### config.mk
export PLATFORM = sky130hd
export DESIGN_NAME = pipe_adder
export DESIGN_NICKNAME = d
export VERILOG_FILES = /design/src/rtl/arith_pkg.sv /design/src/rtl/pipe_adder_stage.sv /design/src/rtl/pipe_adder.sv
export SDC_FILE = /design/constraint.sdc
export NUM_CORES = 2
export LEC_CHECK = 0
export BUFFER_PORTS_ARGS = -buffer_cell sky130_fd_sc_hd__buf_2
export CORE_ASPECT_RATIO = 0.9
export CORE_MARGIN = 3
export CORE_UTILIZATION = 55
export CTS_CLUSTER_DIAMETER = 120
export CTS_CLUSTER_SIZE = 20
export DETAILED_ROUTE_END_ITERATION = 10
export GPL_TIMING_DRIVEN = 0
export MAX_ROUTING_LAYER = met4
export PLACE_DENSITY = 0.82
export SETUP_SLACK_MARGIN = 0.3
export SLEW_MARGIN = 10
export SYNTH_ARGS = -nofsm -noshare
export SYNTH_HDL_FRONTEND = slang
export SYNTH_SLANG_ARGS = --single-unit
### constraint.sdc
create_clock -name clk -period 39.7 [get_ports clk]
set_input_delay 7.94 -clock clk [delete_from_list [all_inputs] [get_ports clk]]
set_output_delay 7.94 -clock clk [all_outputs]
set_load 0.02 [all_outputs]
### src/rtl/arith_pkg.sv
// arith_pkg: shared constants and parameter checks for the arithmetic datapath.
package arith_pkg;

  localparam int ARITH_DEFAULT_WIDTH  = 128;
  localparam int ARITH_DEFAULT_STAGES = 8;

  // A width/stage pair is usable when the operand splits into equal, non-empty chunks.
  function automatic bit widthStagesOk(input int width, input int stages);
    return (stages >= 1) && (stages <= width) && ((width % stages) == 0);
  endfunction

endpackage

### src/rtl/pipe_adder_stage.sv
// pipe_adder_stage: one CHUNK-bit slice of the pipelined adder. A ripple of
// full-adder cells feeds a register holding the partial sum chunk, the carry
// handed to the next slice, the signed-overflow bit and the slice valid bit.
module pipe_adder_stage
  import arith_pkg::*;
#(
  parameter int CHUNK = 16
) (
  input  logic             clk,
  input  logic             rst,
  input  logic             en_i,
  input  logic             valid_i,
  input  logic [CHUNK-1:0] a_i,
  input  logic [CHUNK-1:0] b_i,
  input  logic             carry_i,
  output logic             valid_o,
  output logic [CHUNK-1:0] sum_o,
  output logic             carry_o,
  output logic             ovf_o
);

  logic [CHUNK:0]   rippleC;
  logic [CHUNK-1:0] sum_d;
  logic [CHUNK-1:0] sum_q;
  logic             carry_d;
  logic             carry_q;
  logic             ovf_d;
  logic             ovf_q;
  logic             valid_q;

  // Ripple the chunk LSB first; overflow compares the carries into and out of the top cell.
  always_comb begin
    rippleC    = '0;
    sum_d      = '0;
    rippleC[0] = carry_i;
    for (int k = 0; k < CHUNK; k++) begin
      sum_d[k]       = a_i[k] ^ b_i[k] ^ rippleC[k];
      rippleC[k + 1] = (a_i[k] & b_i[k]) | (rippleC[k] & (a_i[k] ^ b_i[k]));
    end
    carry_d = rippleC[CHUNK];
    ovf_d   = rippleC[CHUNK] ^ rippleC[CHUNK - 1];
  end

  // Slice register: cleared by reset, otherwise frozen unless the whole pipe advances.
  always_ff @(posedge clk) begin
    if (rst) begin
      valid_q <= 1'b0;
      sum_q   <= '0;
      carry_q <= 1'b0;
      ovf_q   <= 1'b0;
    end else if (en_i) begin
      valid_q <= valid_i;
      sum_q   <= sum_d;
      carry_q <= carry_d;
      ovf_q   <= ovf_d;
    end
  end

  assign valid_o = valid_q;
  assign sum_o   = sum_q;
  assign carry_o = carry_q;
  assign ovf_o   = ovf_q;

endmodule

### src/rtl/pipe_adder.sv
// pipe_adder: WIDTH-bit add/subtract unit split into STAGES chunk slices with a
// registered carry between slices, one result per cycle and a valid/ready
// handshake. All slices advance together; a stalled consumer freezes the pipe.
module pipe_adder
  import arith_pkg::*;
#(
  parameter int WIDTH  = ARITH_DEFAULT_WIDTH,
  parameter int STAGES = ARITH_DEFAULT_STAGES
) (
  input  logic             clk,
  input  logic             rst,
  input  logic             in_valid,
  output logic             in_ready,
  input  logic [WIDTH-1:0] a,
  input  logic [WIDTH-1:0] b,
  input  logic             cin,
  input  logic             sub,
  output logic             out_valid,
  input  logic             out_ready,
  output logic [WIDTH-1:0] s,
  output logic             cout,
  output logic             ovf
);

  localparam int CHUNK = WIDTH / STAGES;

  if (!widthStagesOk(WIDTH, STAGES)) begin : gBadParams
    $error("pipe_adder: WIDTH must be a non-zero multiple of STAGES");
  end

  logic             adv;
  logic             accept;
  logic [WIDTH-1:0] bEff;
  logic             c0;

  // Skew registers: operands waiting for later slices and the sum chunks already finished.
  logic [WIDTH-1:0] opA_q    [STAGES];
  logic [WIDTH-1:0] opB_q    [STAGES];
  logic [WIDTH-1:0] sumLow_q [STAGES];
  logic [WIDTH-1:0] opA_d    [STAGES];
  logic [WIDTH-1:0] opB_d    [STAGES];
  logic [WIDTH-1:0] sumLow_d [STAGES];
  logic [WIDTH-1:0] sumAsm   [STAGES];

  logic [CHUNK-1:0] aChunk   [STAGES];
  logic [CHUNK-1:0] bChunk   [STAGES];
  logic [CHUNK-1:0] stageSum [STAGES];
  logic             stageOvf [STAGES];
  logic [STAGES-1:0] stageValidIn;
  logic [STAGES-1:0] stageCarryIn;
  logic [STAGES-1:0] stageValid;
  logic [STAGES-1:0] stageCarry;

  // Handshake: the pipe moves whenever the last slice is empty or being drained.
  always_comb begin
    adv      = !out_valid || out_ready;
    in_ready = adv && !rst;
    accept   = in_valid && in_ready;
    bEff     = sub ? ~b : b;
    c0       = sub ? 1'b1 : cin;
  end

  // Merge each slice's fresh chunk into the lower sum chunks carried alongside it.
  always_comb begin
    for (int i = 0; i < STAGES; i++) begin
      sumAsm[i] = sumLow_q[i];
      sumAsm[i][i*CHUNK +: CHUNK] = stageSum[i];
    end
  end

  // Route slice inputs: slice 0 sees the ports, later slices see the previous slice's registers.
  always_comb begin
    opA_d[0]        = a;
    opB_d[0]        = bEff;
    sumLow_d[0]     = '0;
    stageValidIn[0] = accept;
    stageCarryIn[0] = c0;
    for (int i = 1; i < STAGES; i++) begin
      opA_d[i]        = opA_q[i-1];
      opB_d[i]        = opB_q[i-1];
      sumLow_d[i]     = sumAsm[i-1];
      stageValidIn[i] = stageValid[i-1];
      stageCarryIn[i] = stageCarry[i-1];
    end
    for (int i = 0; i < STAGES; i++) begin
      aChunk[i] = opA_d[i][i*CHUNK +: CHUNK];
      bChunk[i] = opB_d[i][i*CHUNK +: CHUNK];
    end
  end

  // Skew registers advance in lockstep with the slices and clear on reset so s reads zero.
  always_ff @(posedge clk) begin
    if (rst) begin
      for (int i = 0; i < STAGES; i++) begin
        opA_q[i]    <= '0;
        opB_q[i]    <= '0;
        sumLow_q[i] <= '0;
      end
    end else if (adv) begin
      for (int i = 0; i < STAGES; i++) begin
        opA_q[i]    <= opA_d[i];
        opB_q[i]    <= opB_d[i];
        sumLow_q[i] <= sumLow_d[i];
      end
    end
  end

  for (genvar gi = 0; gi < STAGES; gi++) begin : gStage
    pipe_adder_stage #(
      .CHUNK(CHUNK)
    ) uStage (
      .clk     (clk),
      .rst     (rst),
      .en_i    (adv),
      .valid_i (stageValidIn[gi]),
      .a_i     (aChunk[gi]),
      .b_i     (bChunk[gi]),
      .carry_i (stageCarryIn[gi]),
      .valid_o (stageValid[gi]),
      .sum_o   (stageSum[gi]),
      .carry_o (stageCarry[gi]),
      .ovf_o   (stageOvf[gi])
    );
  end

  assign out_valid = stageValid[STAGES-1];
  assign s         = sumAsm[STAGES-1];
  assign cout      = stageCarry[STAGES-1];
  assign ovf       = stageOvf[STAGES-1];

endmodule

==> reports/metrics.yaml <==
clockBufferDepth: 3
dp_hpwl_um: 77460
synth_area_sq_um: 59610
rrSetupSlack_ns: 32.27
viasPerCell: 4.843
setup_ws_ns: 22.46
design.die.area_sq_um: 112400
vias: 28560
final_cell_mix: "1344 x edfxtp_1, 992 x and2_1, 430 x buf_2"
critPathRequiredTime_ns: 31.76
ff2ff_path_depth: 20
cts-resized-gates: 0
initial_core_util_pct: 55.99
globalRoute.totalOverflow: 0
cts_sinks: 1489
final_common_cell: "edfxtp_1"
p_leak_nw: 28.07
wl_per_cell_um: 18.34
ys_warn_count: 0
start_kind: "primary input"
p_total_mw: 2.768
seq_area_sq_um: 43260
grt_usage_pct: 20.06
maxCapViolations: 0
postSynthAreaPerCell_sq_um: 15.28
ys_seq_area_share_pct: 72.57
core_area_sq_um: 106500
fin_crit_ns: 17.24
setup_viol: 0
final_antenna_net_count: 0
irDropWorstVdd_mv: 0.03171
powerDensity_nw_per_um2: 41.69
grt_start_max_net_pins: 76
synth-seq-cells: 1489
grt_pass1_vias: 28570
cts_setup_buffers: 0
status: "finished clean"
multiInputGateArea_sq_um: 13620
antenna_found_initial: 13
tightest_slew_ns: 1.276
nets: 4792
tns_ns: 0
relSlewSlack_pct: 14.96
drc: 0
cts_tree: "yes"
hold_viol: 0
die_w_um: 353.0
drive_gt1_share_pct: 17.22
fmax_mhz: 58.01
initialDrtViolationCount: 1870
path_class: "in -> out"
root_buffer: "clkbuf_16"
finClkSkew_ns: 0.03782
fp.dieH_um: 318.3
hold_buffers: 0
gp_congestion: 0.8288
worstSetupEndpointType: "output pin"
portBuffers: 391
maxSlewViolCount: 0
cts_buffers: 84
cts.clk_slew.worst_paths_ns: 0.08
grt_first_pass_wirelength_um: 163800
crit_path_end: "in_ready"
clock_latency_ns: 0.70
synthCells: 3902
wl_um: 108200
startpoint: "rst"
r2r_end: "gStage[1].uStage.sum_o[15]"
cp_max_fo: 10
fin_crit_sh_pct: 43.42
rows: 113
syn-num-nets: 4292
fillers: 7543
hold_path.class: "reg -> reg"
whs_ns: 0.4492
stdcell_count: 5897
placed_cells: 5753
r2r_start: "opA_q[0][16]"
rsz0062_at_grt: "no"
synth_cell_types: 19
pre_cts_ws_ns: 22.43
critPathArrivalTime_ns: 9.30
cts-htree-levels: 3
area_growth_syn_to_layout_pct: 11.38
dr.pass1.iters: 7
io_pins: 394
[logic make-up after synthesis]
kind of cell | share of synthesized area, %
AND/OR/NAND/NOR | 15.29
flip-flops | 72.57
buffers and inverters | 4.590
XOR/XNOR | 1.895
adder cells (fa/ha/maj) | 4.299
AO/OA/AOI/OAI | 1.356
[final cells by class]
| class | instances | area share, % |
|---|---|---|
| buffer | 341 | 3.746 |
| sequential | 1489 | 65.15 |
| clock buffer | 131 | 3.431 |
| multi-input combinational | 2005 | 20.52 |
| timing repair buffer | 414 | 3.855 |
| inverter | 67 | 0.3788 |
| tap | 1437 | 2.708 |
| clock inverter | 7 | 0.1884 |
| antenna | 6 | 0.02261 |
[power breakdown]
part | internal (mW) | switching (mW) | total [mW]
Clock | 0.401 | 0.475 | 0.876
Combinational | 0.0595 | 0.0726 | 0.132
Sequential | 1.74 | 0.0156 | 1.76
Total | 2.21 | 0.563 | 2.77
[flip-flops by register name (all words and copies together), names as in the netlist]
register and count:
gStage.uStage.carry_o 8, gStage.uStage.valid_o 8, opB_q 448, opA_q 448, gStage.uStage.ovf_o 1, sumLow_q 448, gStage.uStage.sum_o 128
[synthesized netlist by cell type]
| master | n | area share [%] |
|---|---|---|
| a211oi_1 | 35 | 0.44 |
| a21oi_1 | 109 | 0.92 |
| and2_1 | 992 | 10 |
| buf_1 | 3 | 0.019 |
| buf_2 | 39 | 0.33 |
| buf_4 | 130 | 1.6 |
| buf_6 | 89 | 1.7 |
| clkbuf_1 | 80 | 0.50 |
| dfxtp_1 | 145 | 4.9 |
| edfxtp_1 | 1344 | 68 |
| fa_1 | 128 | 4.3 |
| inv_1 | 66 | 0.42 |
| inv_2 | 1 | 0.0063 |
| nand2_1 | 218 | 1.4 |
| nand2b_1 | 3 | 0.031 |
| nor2_1 | 150 | 0.94 |
| nor2b_1 | 241 | 2.5 |
| xnor2_1 | 127 | 1.9 |
| xor2_1 | 2 | 0.029 |
[worst max-delay path, cell delays in order]
cell and delay (ns):
buf_2 0.23, nand2b_1 0.20, buf_4 0.17, inv_2 0.07, buf_6 0.20, buf_2 0.24
buf_2 0.20
[routing by layer]
metal | routed length, um | track usage (%)
met5 | 0 | -
met4 | 3530 | 6.552
met3 | 6750 | 4.100
met2 | 54620 | 33.72
met1 | 43270 | 24.51
[worst min path at each step]
stage                                     startpoint                         end  slack (ns)  cells past startpoint
after floorplan           gStage[0].uStage.sum_o[15]  gStage[0].uStage.sum_o[15]        0.43                      2
after detailed placement   gStage[3].uStage.sum_o[2]   gStage[3].uStage.sum_o[2]        0.44                      2
after global routing      gStage[4].uStage.sum_o[13]  gStage[4].uStage.sum_o[13]        0.46                      2
after CTS                 gStage[5].uStage.sum_o[14]  gStage[5].uStage.sum_o[14]        0.45                      2
final                     gStage[5].uStage.sum_o[14]  gStage[5].uStage.sum_o[14]        0.45                      2
after global placement     gStage[1].uStage.sum_o[9]   gStage[1].uStage.sum_o[9]        0.43                      2
[through the flow]
step                      util [%]  instance area, sq um
after floorplan                  -                 59610
after global placement       59.52                 63370
after detailed placement     60.10                 63980
after CTS                    62.35                 66380
after global routing         62.37                 66400
final                        62.37                 66400
(Power assumes the default switching activity.)
